File: src/rtl/capture_pkg.sv
// Shared types and constants for the video capture packer.
package capture_pkg;

  typedef enum logic [1:0] {
    ST_SYNC   = 2'd0,
    ST_ARMED  = 2'd1,
    ST_ACTIVE = 2'd2
  } state_t;

  // Value written into unfilled pixel slots of a flushed partial word.
  localparam int unsigned PAD_VALUE = 0;

  // Per-word framing flags carried alongside the packed data in the FIFO.
  typedef struct packed {
    logic sof;
    logic eol;
  } word_flags_t;

endpackage

File: src/rtl/video_capture_packer_if.sv
// Packed-word stream from the capture packer to downstream write/stream logic.
interface video_capture_packer_if #(
  parameter int unsigned DATA_W = 32
);
  logic [DATA_W-1:0] out_data;
  logic              out_valid;
  logic              out_ready;
  logic              out_sof;
  logic              out_eol;

  modport master (
    output out_data,
    output out_valid,
    output out_sof,
    output out_eol,
    input  out_ready
  );

  modport slave (
    input  out_data,
    input  out_valid,
    input  out_sof,
    input  out_eol,
    output out_ready
  );
endinterface

File: src/rtl/capture_fifo.sv
// Synchronous first-word-fall-through FIFO; a write into a full FIFO is accepted
// when a read happens on the same edge.
module capture_fifo #(
  parameter int unsigned DEPTH = 8,
  parameter int unsigned WIDTH = 34
) (
  input  logic             clk_sys,
  input  logic             rst_n,
  input  logic             wr_en,
  input  logic [WIDTH-1:0] wr_data,
  input  logic             rd_en,
  output logic [WIDTH-1:0] rd_data,
  output logic             full,
  output logic             empty
);
  localparam int unsigned AW = $clog2(DEPTH);
  localparam int unsigned PW = AW + 1;

  logic [WIDTH-1:0] mem_q [DEPTH];
  logic [WIDTH-1:0] mem_d [DEPTH];
  logic [PW-1:0]    wr_ptr_q, wr_ptr_d;
  logic [PW-1:0]    rd_ptr_q, rd_ptr_d;
  logic             do_wr, do_rd;

  assign empty   = (wr_ptr_q == rd_ptr_q);
  assign full    = (wr_ptr_q[AW] != rd_ptr_q[AW]) &&
                   (wr_ptr_q[AW-1:0] == rd_ptr_q[AW-1:0]);
  assign rd_data = mem_q[rd_ptr_q[AW-1:0]];

  always_comb begin
    mem_d    = mem_q;
    wr_ptr_d = wr_ptr_q;
    rd_ptr_d = rd_ptr_q;
    do_rd    = rd_en && !empty;
    do_wr    = wr_en && (!full || do_rd);
    if (do_wr) begin
      mem_d[wr_ptr_q[AW-1:0]] = wr_data;
      wr_ptr_d                = wr_ptr_q + PW'(1);
    end
    if (do_rd) begin
      rd_ptr_d = rd_ptr_q + PW'(1);
    end
  end

  always_ff @(posedge clk_sys or negedge rst_n) begin
    if (!rst_n) begin
      for (int i = 0; i < int'(DEPTH); i++) begin
        mem_q[i] <= '0;
      end
      wr_ptr_q <= '0;
      rd_ptr_q <= '0;
    end else begin
      mem_q    <= mem_d;
      wr_ptr_q <= wr_ptr_d;
      rd_ptr_q <= rd_ptr_d;
    end
  end
endmodule

File: src/rtl/video_capture_packer.sv
// Decoder pixel capture: VS/DE framing, pixel packing, output FIFO and frame statistics.
// Build option: define CAPTURE_TESTPAT_EN to replace pixel data with a per-frame ramp.
//
// state     | meaning
// ST_SYNC   | after reset; wait for a real VS_r low sample so no partial frame is captured
// ST_ARMED  | between frames; VS_r rising starts a new frame
// ST_ACTIVE | inside a frame; pixels with DE_r high are packed, VS_r low ends the frame
module video_capture_packer
  import capture_pkg::*;
#(
  parameter int unsigned PIX_W        = 16,
  parameter int unsigned PIX_PER_WORD = 2,
  parameter int unsigned CNT_W        = 21,
  parameter int unsigned LINE_W       = 12,
  parameter int unsigned FRM_W        = 16,
  parameter int unsigned FIFO_DEPTH   = 8
) (
  input  logic                   LLC,
  input  logic                   rst_n,
  input  logic [PIX_W-1:0]       Pixel_Bus,
  input  logic                   HS,
  input  logic                   VS,
  input  logic                   DE,
  video_capture_packer_if.master out_if,
  output logic                   hs_sync,
  output logic [CNT_W-1:0]       pixel_count,
  output logic [LINE_W-1:0]      line_count,
  output logic [FRM_W-1:0]       frame_count,
  output logic                   overflow
);
  localparam int unsigned WORD_W = PIX_W * PIX_PER_WORD;
  localparam int unsigned IDX_W  = (PIX_PER_WORD > 1) ? $clog2(PIX_PER_WORD) : 1;
  localparam logic [IDX_W-1:0] IDX_LAST = IDX_W'(PIX_PER_WORD - 1);
  localparam logic [WORD_W-1:0] PAD_WORD = {PIX_PER_WORD{PIX_W'(PAD_VALUE)}};

  typedef struct packed {
    word_flags_t       flags;
    logic [WORD_W-1:0] data;
  } fifo_entry_t;

  state_t              state_q, state_d;
  logic                vs_r_q, vs_r_d;
  logic                de_r_q, de_r_d;
  logic                hs_r_q, hs_r_d;
  logic [PIX_W-1:0]    pix_r_q, pix_r_d;
  logic                vs_p_q, vs_p_d;
  logic                in_valid_q, in_valid_d;
  logic                line_open_q, line_open_d;
  logic [IDX_W-1:0]    idx_q, idx_d;
  logic [WORD_W-1:0]   word_q, word_d;
  logic                full_q, full_d;
  logic                sof_pend_q, sof_pend_d;
  logic [CNT_W-1:0]    pixel_count_q, pixel_count_d;
  logic [LINE_W-1:0]   line_count_q, line_count_d;
  logic [FRM_W-1:0]    frame_count_q, frame_count_d;
  logic                overflow_q, overflow_d;

  logic                accept, line_end, enq, wr_ok;
  logic [PIX_W-1:0]    pix_sel;
  fifo_entry_t         enq_entry, rd_entry;
  logic                fifo_full, fifo_empty;

`ifdef CAPTURE_TESTPAT_EN
  assign pix_sel = PIX_W'(pixel_count_q);
`else
  assign pix_sel = pix_r_q;
`endif

  // A read on the same edge frees a slot, so a full FIFO still takes the word.
  assign wr_ok = !fifo_full || (out_if.out_ready && !fifo_empty);

  always_comb begin
    vs_r_d        = VS;
    de_r_d        = DE;
    hs_r_d        = HS;
    pix_r_d       = Pixel_Bus;
    vs_p_d        = vs_r_q;
    in_valid_d    = 1'b1;
    state_d       = state_q;
    line_open_d   = 1'b0;
    idx_d         = idx_q;
    word_d        = word_q;
    full_d        = 1'b0;
    sof_pend_d    = sof_pend_q;
    pixel_count_d = pixel_count_q;
    line_count_d  = line_count_q;
    frame_count_d = frame_count_q;
    overflow_d    = overflow_q;
    enq           = 1'b0;
    enq_entry     = '0;

    accept   = (state_q == ST_ACTIVE) && vs_r_q && de_r_q;
    line_end = (state_q == ST_ACTIVE) && line_open_q && !accept;

    // Emit a completed word one edge late so its eol reflects the line ending.
    if (full_q || (line_end && (idx_q != '0))) begin
      enq                 = 1'b1;
      enq_entry.flags.sof = sof_pend_q;
      enq_entry.flags.eol = line_end;
      enq_entry.data      = word_q;
      sof_pend_d          = 1'b0;
      word_d              = PAD_WORD;
      idx_d               = '0;
    end

    if (accept) begin
      word_d[idx_q*PIX_W +: PIX_W] = pix_sel;
      line_open_d = 1'b1;
      if (idx_q == IDX_LAST) begin
        full_d = 1'b1;
        idx_d  = '0;
      end else begin
        idx_d = idx_q + IDX_W'(1);
      end
      if (pixel_count_q != '1) begin
        pixel_count_d = pixel_count_q + CNT_W'(1);
      end
    end

    if (line_end && (line_count_q != '1)) begin
      line_count_d = line_count_q + LINE_W'(1);
    end

    if (enq && !wr_ok) begin
      overflow_d = 1'b1;
    end

    case (state_q)
      ST_SYNC: begin
        if (in_valid_q && !vs_r_q) begin
          state_d = ST_ARMED;
        end
      end
      ST_ARMED: begin
        if (vs_r_q && !vs_p_q) begin
          state_d       = ST_ACTIVE;
          pixel_count_d = '0;
          line_count_d  = '0;
          overflow_d    = 1'b0;
          sof_pend_d    = 1'b1;
          idx_d         = '0;
          word_d        = PAD_WORD;
        end
      end
      ST_ACTIVE: begin
        if (!vs_r_q) begin
          state_d       = ST_ARMED;
          frame_count_d = frame_count_q + FRM_W'(1);
        end
      end
      default: state_d = ST_SYNC;
    endcase
  end

  always_ff @(posedge LLC or negedge rst_n) begin
    if (!rst_n) begin
      state_q       <= ST_SYNC;
      vs_r_q        <= 1'b0;
      de_r_q        <= 1'b0;
      hs_r_q        <= 1'b0;
      pix_r_q       <= '0;
      vs_p_q        <= 1'b0;
      in_valid_q    <= 1'b0;
      line_open_q   <= 1'b0;
      idx_q         <= '0;
      word_q        <= '0;
      full_q        <= 1'b0;
      sof_pend_q    <= 1'b0;
      pixel_count_q <= '0;
      line_count_q  <= '0;
      frame_count_q <= '0;
      overflow_q    <= 1'b0;
    end else begin
      state_q       <= state_d;
      vs_r_q        <= vs_r_d;
      de_r_q        <= de_r_d;
      hs_r_q        <= hs_r_d;
      pix_r_q       <= pix_r_d;
      vs_p_q        <= vs_p_d;
      in_valid_q    <= in_valid_d;
      line_open_q   <= line_open_d;
      idx_q         <= idx_d;
      word_q        <= word_d;
      full_q        <= full_d;
      sof_pend_q    <= sof_pend_d;
      pixel_count_q <= pixel_count_d;
      line_count_q  <= line_count_d;
      frame_count_q <= frame_count_d;
      overflow_q    <= overflow_d;
    end
  end

  capture_fifo #(
    .DEPTH (FIFO_DEPTH),
    .WIDTH ($bits(fifo_entry_t))
  ) u_fifo (
    .clk_sys (LLC),
    .rst_n   (rst_n),
    .wr_en   (enq),
    .wr_data (enq_entry),
    .rd_en   (out_if.out_ready),
    .rd_data (rd_entry),
    .full    (fifo_full),
    .empty   (fifo_empty)
  );

  assign out_if.out_valid = !fifo_empty;
  assign out_if.out_data  = rd_entry.data;
  assign out_if.out_sof   = rd_entry.flags.sof;
  assign out_if.out_eol   = rd_entry.flags.eol;

  assign hs_sync     = hs_r_q;
  assign pixel_count = pixel_count_q;
  assign line_count  = line_count_q;
  assign frame_count = frame_count_q;
  assign overflow    = overflow_q;
endmodule
File: src/flat_wrapper.sv
// flat-port wrapper written by rule: the top's interface ports become plain ports
module video_capture_packer_flat import capture_pkg::*;
#(
  parameter int unsigned PIX_W        = 16,
  parameter int unsigned PIX_PER_WORD = 2,
  parameter int unsigned CNT_W        = 21,
  parameter int unsigned LINE_W       = 12,
  parameter int unsigned FRM_W        = 16,
  parameter int unsigned FIFO_DEPTH   = 8
)
  (LLC, rst_n, Pixel_Bus, HS, VS, DE, hs_sync, pixel_count, line_count, frame_count, overflow, out_if_out_data, out_if_out_valid, out_if_out_sof, out_if_out_eol, out_if_out_ready);
  video_capture_packer_if out_if_i ();
  input  logic LLC;
  input  logic rst_n;
  input  logic [PIX_W-1:0] Pixel_Bus;
  input  logic HS;
  input  logic VS;
  input  logic DE;
  output logic hs_sync;
  output logic [CNT_W-1:0] pixel_count;
  output logic [LINE_W-1:0] line_count;
  output logic [FRM_W-1:0] frame_count;
  output logic overflow;
  output wire logic [$bits(out_if_i.out_data)-1:0] out_if_out_data;
  output wire logic [$bits(out_if_i.out_valid)-1:0] out_if_out_valid;
  output wire logic [$bits(out_if_i.out_sof)-1:0] out_if_out_sof;
  output wire logic [$bits(out_if_i.out_eol)-1:0] out_if_out_eol;
  input wire logic [$bits(out_if_i.out_ready)-1:0] out_if_out_ready;
  assign out_if_out_data = out_if_i.out_data;
  assign out_if_out_valid = out_if_i.out_valid;
  assign out_if_out_sof = out_if_i.out_sof;
  assign out_if_out_eol = out_if_i.out_eol;
  assign out_if_i.out_ready = out_if_out_ready;
  video_capture_packer #(.PIX_W(PIX_W), .PIX_PER_WORD(PIX_PER_WORD), .CNT_W(CNT_W), .LINE_W(LINE_W), .FRM_W(FRM_W), .FIFO_DEPTH(FIFO_DEPTH)) u_core (.LLC(LLC), .rst_n(rst_n), .Pixel_Bus(Pixel_Bus), .HS(HS), .VS(VS), .DE(DE), .out_if(out_if_i), .hs_sync(hs_sync), .pixel_count(pixel_count), .line_count(line_count), .frame_count(frame_count), .overflow(overflow));
endmodule
File: config.mk
export PLATFORM = sky130hd
export DESIGN_NAME = video_capture_packer_flat
export DESIGN_NICKNAME = d
export VERILOG_FILES = /design/src/rtl/capture_pkg.sv /design/src/rtl/video_capture_packer_if.sv /design/src/rtl/capture_fifo.sv /design/src/rtl/video_capture_packer.sv /design/src/flat_wrapper.sv
export SDC_FILE = /design/constraint.sdc
export NUM_CORES = 1
export LEC_CHECK = 0
export ABC_AREA = 1
export CORE_MARGIN = 5
export CORE_UTILIZATION = 30
export CTS_CLUSTER_DIAMETER = 150
export DETAILED_ROUTE_END_ITERATION = 7
export PLACE_DENSITY_LB_ADDON = 0.05
export SKIP_LAST_GASP = 1
export SLEW_MARGIN = 20
export SYNTH_ARGS = -nofsm -noshare
export SYNTH_HDL_FRONTEND = slang
export SYNTH_SLANG_ARGS = --single-unit
File: constraint.sdc
create_clock -name LLC -period 4.7 [get_ports LLC]
set_clock_uncertainty 0.15 [all_clocks]
set_input_delay 0.94 -clock LLC [delete_from_list [all_inputs] [get_ports LLC]]
set_output_delay 0.94 -clock LLC [all_outputs]
set_load 0.02 [all_outputs]
==> out/metrics.cfg <==
[critical_path]
arrival_ns = 3.06
worstPathRequired_ns = 3.61
r2r_cells = 11
timing.critical_path.buf_inv = 3
critPathLaunchType = register
cp_top_family = buffers and inverters
timing.rr.end = u_core.u_fifo.mem_q[120]
end_kind = output port
cpPeakStageDelay_ns = 0.64
reg2reg_from = u_core.state_q[1]
rrSetupSlack_ns = 1.33
cp_slowest_cell = clkdlybuf4s50_1
critPathMaxFanout = 26
worstPathCellList = inv_4 -> buf_4 -> nor2_1 -> o32ai_1 -> nand2_1 -> nand2_1 -> clkdlybuf4s50_1
criticalPathCategory = register to output port
cp_common_cell = nand2_1

[layout]
fillCellCount = 5981
area_growth_pct = 19.36
final_util_pct = 36.09
register_area_sq_um = 9743
multi_input_area_sq_um = 6885
drive_gt1_share_pct = 6.265
diodes = 0
nets = 2131

[grt]
grt_max_degree = 140
grt-ovfl-total = 0
use_met3_pct = 2.617
use_met1_pct = 24.29
busiest_layer = met2
first_global_vias = 14518
antenna_found_initial = 0
grt_first_pass_wirelength_microns = 85860
grt_use_met2_pct = 27.13
grt_use_total_pct = 16.93

[timing]
setup_ws_ns = 0.5501
drv_slew = 0
rsz0062_at_grt = no
fin_setup_tns_ns = 0
worstMarginPinSlew_ns = 0.9089
finalHoldViolCount = 0
fmaxAchievable_mhz = 241.0
period_minus_slack_ns = 4.150
setup_viol = 0
slew_headroom_pct = 39.40
layout_worst_path_cycle_share_pct = 88.30

[place]
dp_hpwl_microns = 32140
gp_congestion = 0.7649
dp_slack_ns = 1.148
port-buffer-count = 107

[floorplan]
start_util_pct = 30.24
rows = 88
core_sq_um = 57590
io_pins = 108
die_x_microns = 250.9
design.die.area_sq_um = 62960
die_h_microns = 250.9

[cts]
clockBufferDepth = 3
cts_resized = 0
post_cts_buffers = 0
hold_buffers = 0
clock_sinks = 389
cts-htree-levels = 2
cts_tree = built
path_clk_slew_ns = 0.06
clock_latency_ns = 0.59
cts_root_buf = clkbuf_16
cts_buffers = 48

[power_and_ir_drop]
cellLeakagePower_nw = 9.036
powerDensity_nw_per_um2 = 516.4
vdd_ir_drop_max_uv = 356.7

[run_status]
outcome = complete, no violations

[synth]
synth-async-reset-ratio_pct = 100.0
netlist_area_sq_um = 17410
ys_warn_count = 0
ys_seq_area_share_pct = 55.90
syn_inst = 2050
synth_fp_nets = 2077
synth-seq-cells = 389
synth-main-ff-cell = dfrtp_1
synth_edf_count = 0
avgSynthCellArea_sq_um = 8.494
synth.distinct_cells = 34

[drt]
drcViolationCount = 0
finalWirelength_microns = 53440
drt-initial-drc-count = 837
dr_total_vias = 14205
postRouteAntennaNets = 0
via_per_inst = 4.892
first_pass_iters = 5
routedWlPerCell_microns = 18.40

[min_path]
min_path_type = input port to asynchronous set/reset pin

[job]
maxCapViolations = 0

-- cells in the final DEF, fill, tap and decap left out, types with 10 or more instances in the layout --
master and instances:
a21oi_1 51, dfrtp_1 386, inv_1 44, nand2_1 535, o32ai_1 68, xnor2_1 14
clkbuf_8 14, nand3_1 71, clkbuf_1 10, o21ai_0 360, clkdlybuf4s50_1 106, nor2_1 283
buf_12 11, o21ai_1 25, clkbuf_16 48, buf_4 20, xor2_1 14, nand4_1 10
-- through the flow --
stage / hold WS (ns) / total power, mW / cell area, sq um / cells
after floorplan: 0.2974 / 5.761 / 17410 / 2050
after global placement: 0.3119 / 7.209 / 19220 / 2819
after detailed placement: 0.3177 / 7.195 / 19220 / 2819
after CTS: 0.3013 / 10.95 / 20780 / 2904
after global routing: 0.3432 / 11.41 / 20780 / 2904
final: 0.2697 / 10.73 / 20780 / 2904
-- flip-flops by register name, indices dropped and copies added, names as in the netlist, 2 cells and up --
name                    flops
u_core.pixel_count         21
u_core.word_q              32
u_core.line_count          12
u_core.u_fifo.rd_ptr_q      4
u_core.u_fifo.wr_ptr_q      4
u_core.frame_count         16
u_core.u_fifo.mem_q       272
u_core.state_q              2
u_core.pix_r_q             16
-- metal layers --
layer  part of all wire (%)  vias up
li1                       -     6945
met1                     49     6976
met2                     45      212
met3                    3.5       72
met4                    1.9        0
met5                      0        -
-- cell type report --
cell class,count,share of cell area (%)
flip-flops and latches,389,46.88
multi-input cells,1476,33.13
repair buffers,138,6.959
clock buffers,72,6.887
well taps,765,4.605
inverters,51,0.9331
clock inverters,13,0.6140
-- synthesized netlist by cell type, types with 5 or more instances --
| master | n | area share [%] |
|---|---|---|
| xnor2_1 | 14 | 0.70 |
| nand4_1 | 10 | 0.36 |
| o21ai_1 | 25 | 0.72 |
| inv_1 | 45 | 0.97 |
| buf_4 | 10 | 0.43 |
| nand3_1 | 71 | 2.0 |
| dfrtp_1 | 389 | 56 |
| a22oi_1 | 6 | 0.26 |
| a21oi_1 | 51 | 1.5 |
| nand2_1 | 536 | 12 |
| o21ai_0 | 360 | 10 |
| nand3_2 | 9 | 0.52 |
| buf_1 | 8 | 0.17 |
| nor2_1 | 283 | 6.1 |
| buf_2 | 27 | 0.78 |
| o32ai_1 | 68 | 3.4 |
| clkbuf_1 | 85 | 1.8 |
| ha_1 | 5 | 0.36 |
| nor3_1 | 7 | 0.20 |
| xor2_1 | 14 | 0.70 |
-- how the worst max path moves through the flow --
stage | start | endpoint | depth (start not counted) | slack (ns)
floorplan | u_core.u_fifo.rd_ptr_q[0] | out_if_out_data[10] | 7 | 2.04
global placement | u_core.u_fifo.rd_ptr_q[1] | out_if_out_data[28] | 6 | 1.14
detailed placement | u_core.u_fifo.rd_ptr_q[0] | out_if_out_data[31] | 7 | 1.15
CTS | u_core.u_fifo.rd_ptr_q[0] | out_if_out_data[28] | 7 | 0.48
global route | u_core.u_fifo.rd_ptr_q[1] | out_if_out_data[1] | 6 | 0.40
finish | u_core.u_fifo.rd_ptr_q[0] | out_if_out_data[31] | 7 | 0.55
-- report_power, final --
group          internal [mW]  switching, mW
registers               3.51          0.260
clock network           2.16           1.50
logic                   1.24           2.06
-- logic make-up after synthesis --
logic type,count (synthesis),share of synthesized area [%]
AOI/OAI and AO/OA,512,16.30
DFF,389,55.90
and+or+nand+nor,930,21.44
adders and majority gates,5,0.3593
buffers and inverters,185,4.570
other,1,0.02154
xor gates and xnor gates,28,1.408
Power figures use the tool's default switching activity.
